[src/rtl/esp_resp_parser.sv]
// esp_resp_parser: waits after arm for an "OK\r\n" or "ERROR\r\n" line from the ESP module, or times out
module esp_resp_parser #(
  parameter int TIMEOUT_CYCLES = 100000000,
  parameter int CNT_W = 32
) (
  input  logic       clk,
  input  logic       rst,
  input  logic       arm,
  input  logic [7:0] rx_data,
  input  logic       rx_valid,
  output logic       rx_ready,
  output logic       busy,
  output logic       resp_ok,
  output logic       resp_err,
  output logic       resp_timeout
);
  typedef enum logic {IDLE, WAIT} state_t;
  localparam logic [7:0] OK_P [4] = '{8'h4F, 8'h4B, 8'h0D, 8'h00};
  localparam logic [7:0] ERR_P [8] = '{8'h45, 8'h52, 8'h52, 8'h4F, 8'h52, 8'h0D, 8'h00, 8'h00};
  localparam logic [CNT_W-1:0] LAST = CNT_W'(TIMEOUT_CYCLES - 1);
  state_t state, state_n;
  logic [CNT_W-1:0] timer, timer_n;
  logic [3:0] pos, pos_n;
  logic ok_f, err_f, ok_fn, err_fn, ok_p, err_p, to_p, acc;
  assign rx_ready = ~rst;
  assign acc = rx_valid & rx_ready;
  always_comb begin
    state_n = state;
    timer_n = timer;
    pos_n = pos;
    ok_fn = ok_f;
    err_fn = err_f;
    ok_p = 1'b0;
    err_p = 1'b0;
    to_p = 1'b0;
    if (arm) begin
      state_n = WAIT;
      timer_n = '0;
      pos_n = '0;
      ok_fn = 1'b1;
      err_fn = 1'b1;
    end else if (state == WAIT) begin
      timer_n = timer + 1'b1;
      if (acc && rx_data == 8'h0A) begin
        ok_p = ok_f && pos == 4'd3;
        err_p = !ok_p && err_f && pos == 4'd6;
        if (!ok_p && !err_p) begin
          pos_n = '0;
          ok_fn = 1'b1;
          err_fn = 1'b1;
        end
      end else if (acc) begin
        ok_fn = ok_f && pos < 4'd3 && rx_data == OK_P[pos[1:0]];
        err_fn = err_f && pos < 4'd6 && rx_data == ERR_P[pos[2:0]];
        pos_n = pos == 4'd15 ? pos : pos + 4'd1;
      end
      // A completing line beats an expiring timer in the same cycle
      to_p = !ok_p && !err_p && timer == LAST;
      state_n = (ok_p || err_p || to_p) ? IDLE : WAIT;
    end
  end
  always_ff @(posedge clk) begin
    if (rst) begin
      state <= IDLE;
      timer <= '0;
      pos <= '0;
      ok_f <= 1'b0;
      err_f <= 1'b0;
      busy <= 1'b0;
      resp_ok <= 1'b0;
      resp_err <= 1'b0;
      resp_timeout <= 1'b0;
    end else begin
      state <= state_n;
      timer <= timer_n;
      pos <= pos_n;
      ok_f <= ok_fn;
      err_f <= err_fn;
      busy <= state_n == WAIT;
      resp_ok <= ok_p;
      resp_err <= err_p;
      resp_timeout <= to_p;
    end
  end
endmodule

[config.mk]
export PLATFORM = sky130hd
export DESIGN_NAME = esp_resp_parser
export DESIGN_NICKNAME = d
export VERILOG_FILES = /design/src/rtl/esp_resp_parser.sv
export SDC_FILE = /design/constraint.sdc
export NUM_CORES = 1
export LEC_CHECK = 0
export ABC_AREA = 1
export BUFFER_PORTS_ARGS = -buffer_cell sky130_fd_sc_hd__buf_2
export CAP_MARGIN = 30
export CORE_UTILIZATION = 40
export CTS_CLUSTER_DIAMETER = 100
export CTS_CLUSTER_SIZE = 30
export DETAILED_ROUTE_END_ITERATION = 6
export GPL_ROUTABILITY_DRIVEN = 0
export PLACE_DENSITY = 0.57
export REMOVE_ABC_BUFFERS = 1
export SLEW_MARGIN = 20
export SYNTH_ARGS = -nofsm -noshare
export SYNTH_HDL_FRONTEND = slang
export SYNTH_SLANG_ARGS = --single-unit
[constraint.sdc]
create_clock -name clk -period 4.3 [get_ports clk]
set_input_delay 0.645 -clock clk [delete_from_list [all_inputs] [get_ports clk]]
set_output_delay 0.645 -clock clk [all_outputs]
set_load 0.05 [all_outputs]
==> impl_summary.log, run 1 <==
INFO  metric max_slew_margin = 61.6%
INFO  metric place.port_buffers = 16
INFO  metric tightestPinTransition = 0.575 ns
INFO  metric htree_num_levels = 2
INFO  metric main_combinational_cell_family_by_area_after_synthesis = simple AND/OR/NAND/NOR gates
INFO  metric post_synth_adder_cell_area = 3.14%
INFO  metric synth_xor_xnor_area_share = 1.89%
INFO  metric num-fill-cells = 761
INFO  metric dr_total_vias = 2,818
INFO  metric ir_worst_vdd = 211 uV
INFO  metric worstPathCellList = buf_2
INFO  metric timing.reg2reg.worst_path_depth = 9
INFO  metric critPathMaxFanout = 14
INFO  metric layout_commonest_cell = sky130_fd_sc_hd__nand2_1
INFO  metric first_global_vias = 2,399
INFO  metric route.detailed.drc = 0
INFO  metric worst-endpoint-arrival = 1.36 ns
INFO  metric grt_antenna_before_repair = 0
INFO  metric grt_met2_use = 29.5%
INFO  metric path_class = reg2out
INFO  metric syn_to_final_growth = 9.57%
INFO  metric crit-reg2reg-capture = timer[20]
INFO  metric synth_compound_area_share = 8.09%
INFO  metric worst-path-stages = 1
INFO  metric cts_buffers = 5
INFO  metric drive_above_1_share = 9.43%
INFO  metric clk-insertion-delay-late = 0.30 ns
INFO  metric cpPeakStageDelay = 0.69 ns
INFO  metric critical_path_required = 3.65 ns
INFO  metric grt_pass1_wl = 11,500 um
INFO  metric worst_slack = 2.29 ns
INFO  metric core_region = 0.00676 mm2
INFO  metric antenna_cells_inserted = 0
INFO  metric yosys_warnings = 0
INFO  metric synth_area = 0.00279 mm2
INFO  metric post_drt_via_cell_ratio = 5.06
INFO  metric unrepaired_setup_endpoints_after_global_routing = no
INFO  metric grt_max_degree = 22
INFO  metric cts.reportedPaths.clkPinSlew = 0.09 ns
INFO  metric fp-row-count = 30
INFO  metric critical_path_sink_type = output pin
INFO  metric synthesis.area_per_instance = 6.09 um2
INFO  metric power_density = 253 mW/mm2
INFO  metric cpLargestDelayFamily = flip-flops
INFO  metric timing.final.max_slew_violations = 0
INFO  metric ctsHoldBuffers = 0
INFO  metric crit_path_top_delay_cell = sky130_fd_sc_hd__dfxtp_1
INFO  metric antenna_violating_nets_left = 0
INFO  metric yosys_register_bits = 42
INFO  metric grt.met1_usage = 30.0%
INFO  metric multi_input_comb_area = 0.00171 mm2
INFO  metric seq_area_frac_synth = 30.2%
INFO  metric timing.final.hold_violations = 0
INFO  metric drv.max_cap_violation_count = 0
INFO  metric chipWidth = 85.4 um
INFO  metric r2r_setup_slack = 2.34 ns
INFO  metric crit_path_start_kind = flip-flop
INFO  metric global_route.overflow_total = 0
INFO  metric grt_use_total = 19.8%
INFO  metric overall_die_area = 0.00730 mm2
INFO  metric grt.met3_usage = 3.31%
INFO  metric drt_first_iter_violations = 148
INFO  metric synthSimpleGateAreaFrac = 48.3%
INFO  metric cts_setup_buffers = 0
INFO  metric mostFrequentLayoutCells = sky130_fd_sc_hd__nand2_1 (139), sky130_fd_sc_hd__nor2_1 (84), sky130_fd_sc_hd__inv_1 (52)
INFO  metric finalCritPeriodShare = 46.7%
INFO  metric synth.area.mux_share = 0%
INFO  metric ys_types = 35
INFO  metric synth_cells = 457
INFO  metric timing.hold.worst.class = reg2reg
INFO  metric setup_viol_count_final = 0
INFO  metric p_leak = 1.22 nW
INFO  metric chipHeight = 85.4 um
INFO  metric detailedPlacementHpwl = 5340 um
INFO  metric worstReg2RegStart = state
INFO  metric grt-busiest-layer = met1
INFO  metric cts_num_sinks = 42
INFO  metric register_area = 841 um2
INFO  metric crit_path_to = busy
INFO  metric avgRoutedWirePerCell = 12.3 um
INFO  metric top_level_ports = 17
INFO  metric cts.repair.resized = 0
INFO  metric drt-total-wl = 6840 um
INFO  metric finalNetCount = 495
INFO  metric post-place-ws = 2.14 ns
INFO  metric clock_tree.buffer_depth = 2
INFO  metric drt_pre_antenna_iters = 5
INFO  metric floorplan.initialDensity = 41.2%
INFO  metric layout_min_cycle_time = 2.01 ns
INFO  metric tritoncts = done
INFO  metric setup-tns-final = 0 ns
INFO  metric max_freq = 498 MHz
INFO  metric clock_tree_root = sky130_fd_sc_hd__clkbuf_8
INFO  metric clock-skew-final = 0.00558 ns
INFO  metric critical_path.startpoint = state
INFO  metric run_status = completed
INFO  metric crit_buf_inv = 1
## synth_stat cells
cell                       number  area, um2
sky130_fd_sc_hd__nand2_1      139        522
sky130_fd_sc_hd__nor2_1        84        315
sky130_fd_sc_hd__inv_1         52        195
sky130_fd_sc_hd__dfxtp_1       42        841
sky130_fd_sc_hd__nand3_1       32        160
sky130_fd_sc_hd__a21oi_1       25        125
sky130_fd_sc_hd__o21ai_0       12       60.1
sky130_fd_sc_hd__nand4_1        9       56.3
sky130_fd_sc_hd__nor3_1         9       45.0
sky130_fd_sc_hd__ha_1           7       87.6
sky130_fd_sc_hd__nand3b_1       5       37.5
sky130_fd_sc_hd__nand2_2        4       25.0
sky130_fd_sc_hd__nor2_2         4       25.0
sky130_fd_sc_hd__nor2_4         4       45.0
sky130_fd_sc_hd__xor2_1         4       35.0
sky130_fd_sc_hd__clkbuf_1       2       7.51
sky130_fd_sc_hd__nor3b_1        2       15.0
sky130_fd_sc_hd__nor4_1         2       12.5
sky130_fd_sc_hd__o21a_1         2       15.0
sky130_fd_sc_hd__xnor2_1        2       17.5
sky130_fd_sc_hd__a31oi_1        1       6.26
sky130_fd_sc_hd__and3_1         1       6.26
sky130_fd_sc_hd__buf_1          1       3.75
sky130_fd_sc_hd__buf_2          1       5.00
sky130_fd_sc_hd__clkbuf_8       1       13.8
sky130_fd_sc_hd__clkinv_1       1       3.75
sky130_fd_sc_hd__inv_2          1       3.75
sky130_fd_sc_hd__nand2_4        1       11.3
sky130_fd_sc_hd__nand3_2        1       10.0
sky130_fd_sc_hd__nand3_4        1       17.5
sky130_fd_sc_hd__nor2_8         1       20.0
sky130_fd_sc_hd__nor3_2         1       10.0
sky130_fd_sc_hd__nor3b_2        1       12.5
sky130_fd_sc_hd__o211a_1        1       10.0
sky130_fd_sc_hd__o21ai_2        1       8.76
## layer usage
layer | vias to the layer above | share of wire, % | wire length [um]
met5 | - | 0 | 0
met2 | 44 | 42 | 2900
li1 | 1487 | - | -
met1 | 1278 | 54 | 3660
met4 | 0 | 0.76 | 52
met3 | 9 | 3.2 | 216
## per-stage QoR
| stage | hold slack, ns | util, % | std cells | power (mW) | area, um2 |
|---|---|---|---|---|---|
| 2_1_floorplan | 0.433 | - | 452 | 0.442 | 2760 |
| 3_3_place_gp | 0.467 | 43.6 | 549 | 0.463 | 2940 |
| 3_5_place_dp | 0.456 | 43.6 | 549 | 0.464 | 2940 |
| 4_1_cts | 0.470 | 45.2 | 557 | 0.779 | 3050 |
| 5_1_grt | 0.504 | 45.2 | 557 | 0.807 | 3050 |
| 6_report | 0.466 | 45.2 | 557 | 0.771 | 3050 |
## tightest hold or removal path: stages (launching register included)
cell and delay, ns:
sky130_fd_sc_hd__dfxtp_1 0.32, sky130_fd_sc_hd__nand2_1 0.06, sky130_fd_sc_hd__a21oi_1 0.05
## report_power, final
| part | internal, mW | total [mW] | switching, mW |
|---|---|---|---|
| clock network | 0.171 | 0.316 | 0.145 |
| registers | 0.392 | 0.397 | 0.00567 |
| logic | 0.0180 | 0.0571 | 0.0392 |
## sequential cells by signal, summed over array words and instances, names as in the netlist
name,count
resp_ok,1
resp_timeout,1
resp_err,1
ok_f,1
pos,4
timer,32
err_f,1
state,1
## cell type report
cell class,instances,share of cell area [%]
clock buffers,5,2.26
clock inverters,3,1.31
inverters,54,6.64
multi-input cells,356,56.1
flip-flops and latches,42,27.6
well taps,80,3.28
repair buffers,17,2.87
## kinds of logic after synthesis
family / after synthesis
AND/OR/NAND/NOR: 301
buffers and inverters: 59
AO/OA/AOI/OAI: 42
flip-flops: 42
adder cells (fa/ha/maj): 7
XOR/XNOR: 6
## how the worst min path moves through the flow
stage               startpoint         to  slack [ns]  depth (start not counted)
floorplan                 ok_f       ok_f        0.43                          2
global placement     timer[30]  timer[30]        0.47                          2
detailed placement        ok_f       ok_f        0.46                          2
CTS                       ok_f       ok_f        0.47                          2
global route              ok_f       ok_f        0.50                          2
finish                    ok_f       ok_f        0.47                          2
Note: power is estimated with default switching activity, not from simulation.
==> run 2, diff against run 1 <==
- clock period: 4.3 -> 1.99 ns (I/O delays scaled with it)
==> run 2 against run 1 <==
Count of clock-buffer cells in the layout rose by 2. Register-to-register slack got worse by 2.2 ns. Die area did not move. Via count fell by 1.7%. Worst hold slack got worse by 0.24 ns. Setup slack got worse by 2.2 ns. Sequential share of layout area did not move. Sequential cell count did not move. Largest cell class unchanged. Global-route usage rose by 0.71 points. Critical endpoint is now pos[1]. Total power rose by 100%. Clock skew rose by 0.00055 ns.
==> impl_summary.log, run 2 (synthesized netlist as in run 1, its figures left out) <==
INFO  metric run_status = completed
INFO  metric hold_path_startpoint = rst
INFO  metric cts_num_sinks = 42 (unchanged)
INFO  metric worstReg2RegStart = pos[0]
INFO  metric clk-insertion-delay-late = 0.30 ns (about the same)
INFO  metric overall_die_area = 0.00730 mm2 (unchanged)
INFO  metric p_leak = 1.21 nW (-0.26%)
INFO  metric p_switching = 0.398 mW (+110%)
INFO  metric clock-skew-final = 0.00614 ns (+0.000553 ns)
INFO  metric timing.hold.worst.class = in2reg
INFO  metric setup-tns-final = 0 ns (unchanged)
INFO  metric destination_of_the_worst_hold_path = ok_f
INFO  metric biggestRegsByFlops = timer: 32 flops, pos: 4 flops
INFO  metric clock_tree_root = sky130_fd_sc_hd__clkbuf_8
INFO  metric worst-endpoint-arrival = 2.05 ns (+0.69 ns)
INFO  metric drive_above_1_share = 9.81% (+0.38 points)
INFO  metric critPathMaxFanout = 6 (-8)
INFO  metric power_density = 513 mW/mm2 (+100%)
INFO  metric fp-row-count = 30 (unchanged)
INFO  metric grt_antenna_before_repair = 0 (unchanged)
INFO  metric core_region = 0.00676 mm2 (unchanged)
INFO  metric whs_path_depth = 2 (unchanged)
INFO  metric finalNetCount = 497 (+0.40%)
INFO  metric htree_num_levels = 2 (unchanged)
INFO  metric crit_path_top_delay_cell = sky130_fd_sc_hd__dfxtp_1
INFO  metric cts.reportedPaths.clkPinSlew = 0.08 ns (about the same)
INFO  metric syn_to_final_growth = 9.57% (unchanged)
INFO  metric avgRoutedWirePerCell = 12.5 um (+1.6%)
INFO  metric chipHeight = 85.4 um (unchanged)
INFO  metric switching_share = 25.4% (+0.77 points)
INFO  metric antenna_cells_inserted = 0 (unchanged)
INFO  metric first_global_vias = 2,541 (+5.9%)
INFO  metric drt_first_iter_violations = 117 (-21%)
INFO  metric top_level_ports = 17 (unchanged)
INFO  metric largest_register = timer
INFO  metric clock_tree.buffer_depth = 2 (unchanged)
INFO  metric layout_min_cycle_time = 1.85 ns
INFO  metric tightestPinTransition = 0.406 ns (-0.169 ns)
INFO  metric share_seq_of_total_power = 54.5% (+3.0 points)
INFO  metric unrepaired_setup_endpoints_after_global_routing = no
INFO  metric tritoncts = done
INFO  metric grt_pass1_wl = 11,900 um (+3.4%)
INFO  metric crit_path_start_kind = flip-flop
INFO  metric post-place-ws = 0.164 ns (-1.97 ns)
INFO  metric chipWidth = 85.4 um (unchanged)
INFO  metric drt-total-wl = 6970 um (+2.0%)
INFO  metric post_drt_via_cell_ratio = 4.95 (-2.1%)
INFO  metric multi_input_comb_area = 0.00171 mm2 (+0.15%)
INFO  metric cts_buffers = 5 (unchanged)
INFO  metric route.detailed.drc = 0 (unchanged)
INFO  metric largest_register_ff_count = 32 (unchanged)
INFO  metric num-fill-cells = 734 (-3.5%)
INFO  metric critPathMostFrequentCell = sky130_fd_sc_hd__nand2_1
INFO  metric cts_setup_buffers = 0 (unchanged)
INFO  metric layout_commonest_cell = sky130_fd_sc_hd__nand2_1
INFO  metric crit-reg2reg-capture = pos[1]
INFO  metric place.port_buffers = 16 (unchanged)
INFO  metric setup_viol_count_final = 0 (unchanged)
INFO  metric ir_worst_vdd = 324 uV (+54%)
INFO  metric register_area = 841 um2 (unchanged)
INFO  metric drv.max_cap_violation_count = 0 (unchanged)
INFO  metric detailedPlacementHpwl = 5460 um (+2.1%)
INFO  metric power.internal = 1.17 mW (+100%)
INFO  metric finalCritPeriodShare = 93.1%
INFO  metric worstPathCellList = inv_1 > ha_1 > nand2_1 > inv_1 > nand2_1 > nand2_1 > nand3_1 > nand3_1 > o21ai_0 > nor2_1
INFO  metric grt_use_total = 20.5% (+0.71 points)
INFO  metric timing.reg2reg.worst_path_depth = 10 (+1)
INFO  metric timing.final.max_slew_violations = 0 (unchanged)
INFO  metric cpPeakStageDelay = 0.42 ns (-0.27 ns)
INFO  metric critical_path_required = 2.19 ns (-1.46 ns)
INFO  metric grt_max_degree = 21 (-4.5%)
INFO  metric max_slew_margin = 72.7% (+11 points)
INFO  metric drt_pre_antenna_iters = 5 (unchanged)
INFO  metric timing.final.hold_violations = 0 (unchanged)
INFO  metric mostFrequentLayoutCells = sky130_fd_sc_hd__nand2_1 (139), sky130_fd_sc_hd__nor2_1 (84), sky130_fd_sc_hd__inv_1 (52)
INFO  metric dr_total_vias = 2,769 (-1.7%)
INFO  metric critical_path_sink_type = flip-flop
INFO  metric power.combinational.fraction = 8.5% (+1.1 points)
INFO  metric max_freq = 540 MHz
INFO  metric path_class = reg2reg
INFO  metric floorplan.initialDensity = 41.2% (unchanged)
INFO  metric antenna_violating_nets_left = 0 (unchanged)
INFO  metric r2r_setup_slack = 0.14 ns (-2.20 ns)
INFO  metric power.clock.fraction = 37.0% (-4.1 points)
INFO  metric global_route.overflow_total = 0 (unchanged)
INFO  metric worst_slack = 0.138 ns (-2.15 ns)
[run 2: cell count changes in the layout (fill, tap and decap cells not counted), sizes merged]
| cell | before | now |
|---|---|---|
| bufinv | 1 | 0 |
| buf | 17 | 19 |
| clkinv | 3 | 2 |
| clkbuf | 5 | 7 |
[run 2: timing repair]
item	in CTS	in global routing
gates resized for setup	0	1
endpoints found under the setup margin	0	1
hold buffers	0	0
[run 2: how the worst max path moves through the flow]
| stage | start | to | slack (ns) | depth (start not counted) |
|---|---|---|---|---|
| finish | pos[0] | pos[1] | 0.14 | 10 |
| global route | pos[0] | pos[1] | 0.009 | 10 |
| CTS | pos[0] | pos[1] | 0.14 | 10 |
| floorplan | state | timer[29] | 0.09 | 10 |
| global placement | pos[0] | pos[1] | 0.21 | 10 |
| detailed placement | pos[0] | pos[1] | 0.16 | 10 |
[run 2: layer usage]
layer	track usage [%]	part of all wire, %	wire length [um]
met1	29.1	53	3680
met2	31.9	42	2930
met3	4.18	3.8	264
met4	4.55	1.2	87
met5	0	0	0
[run 2: power groups by stage]
stage | Clock [mW] | Combinational, mW | Sequential (mW)
after global routing | 0.626 | 0.154 | 0.855
after global placement | 0 | 0.134 | 0.873
after detailed placement | 0 | 0.134 | 0.873
after floorplan | 0 | 0.0767 | 0.879
final | 0.579 | 0.134 | 0.853
after CTS | 0.599 | 0.134 | 0.853
[run 2: final cells by class]
| class | instances | area share, % |
|---|---|---|
| clock inverters | 1 | 0.164 |
| repair buffers | 19 | 3.36 |
| multi-input cells | 356 | 56.2 |
| well taps | 80 | 3.28 |
| flip-flops and latches | 42 | 27.6 |
| clock buffers | 7 | 2.83 |
| inverters | 54 | 6.64 |
[run 2: critical path, delay by kind of cell (launching register included)]
kind                       cells  cell delay (ns)
and+or+nand+nor                6             0.68
AOI/OAI and AO/OA              1             0.22
buffers and inverters          2             0.18
DFF                            1             0.42
adders and majority gates      1             0.24
[run 2: per-stage QoR]
step	power [mW]	hold slack, ns	area, um2	utilization (%)	instances
detailed placement	1.01	0.456	2960	43.8	551
finish	1.57	0.228	3050	45.2	559
floorplan	0.955	0.368	2760	-	452
global placement	1.01	0.451	2960	43.8	551
global route	1.63	0.239	3050	45.2	559
CTS	1.59	0.233	3050	45.1	559
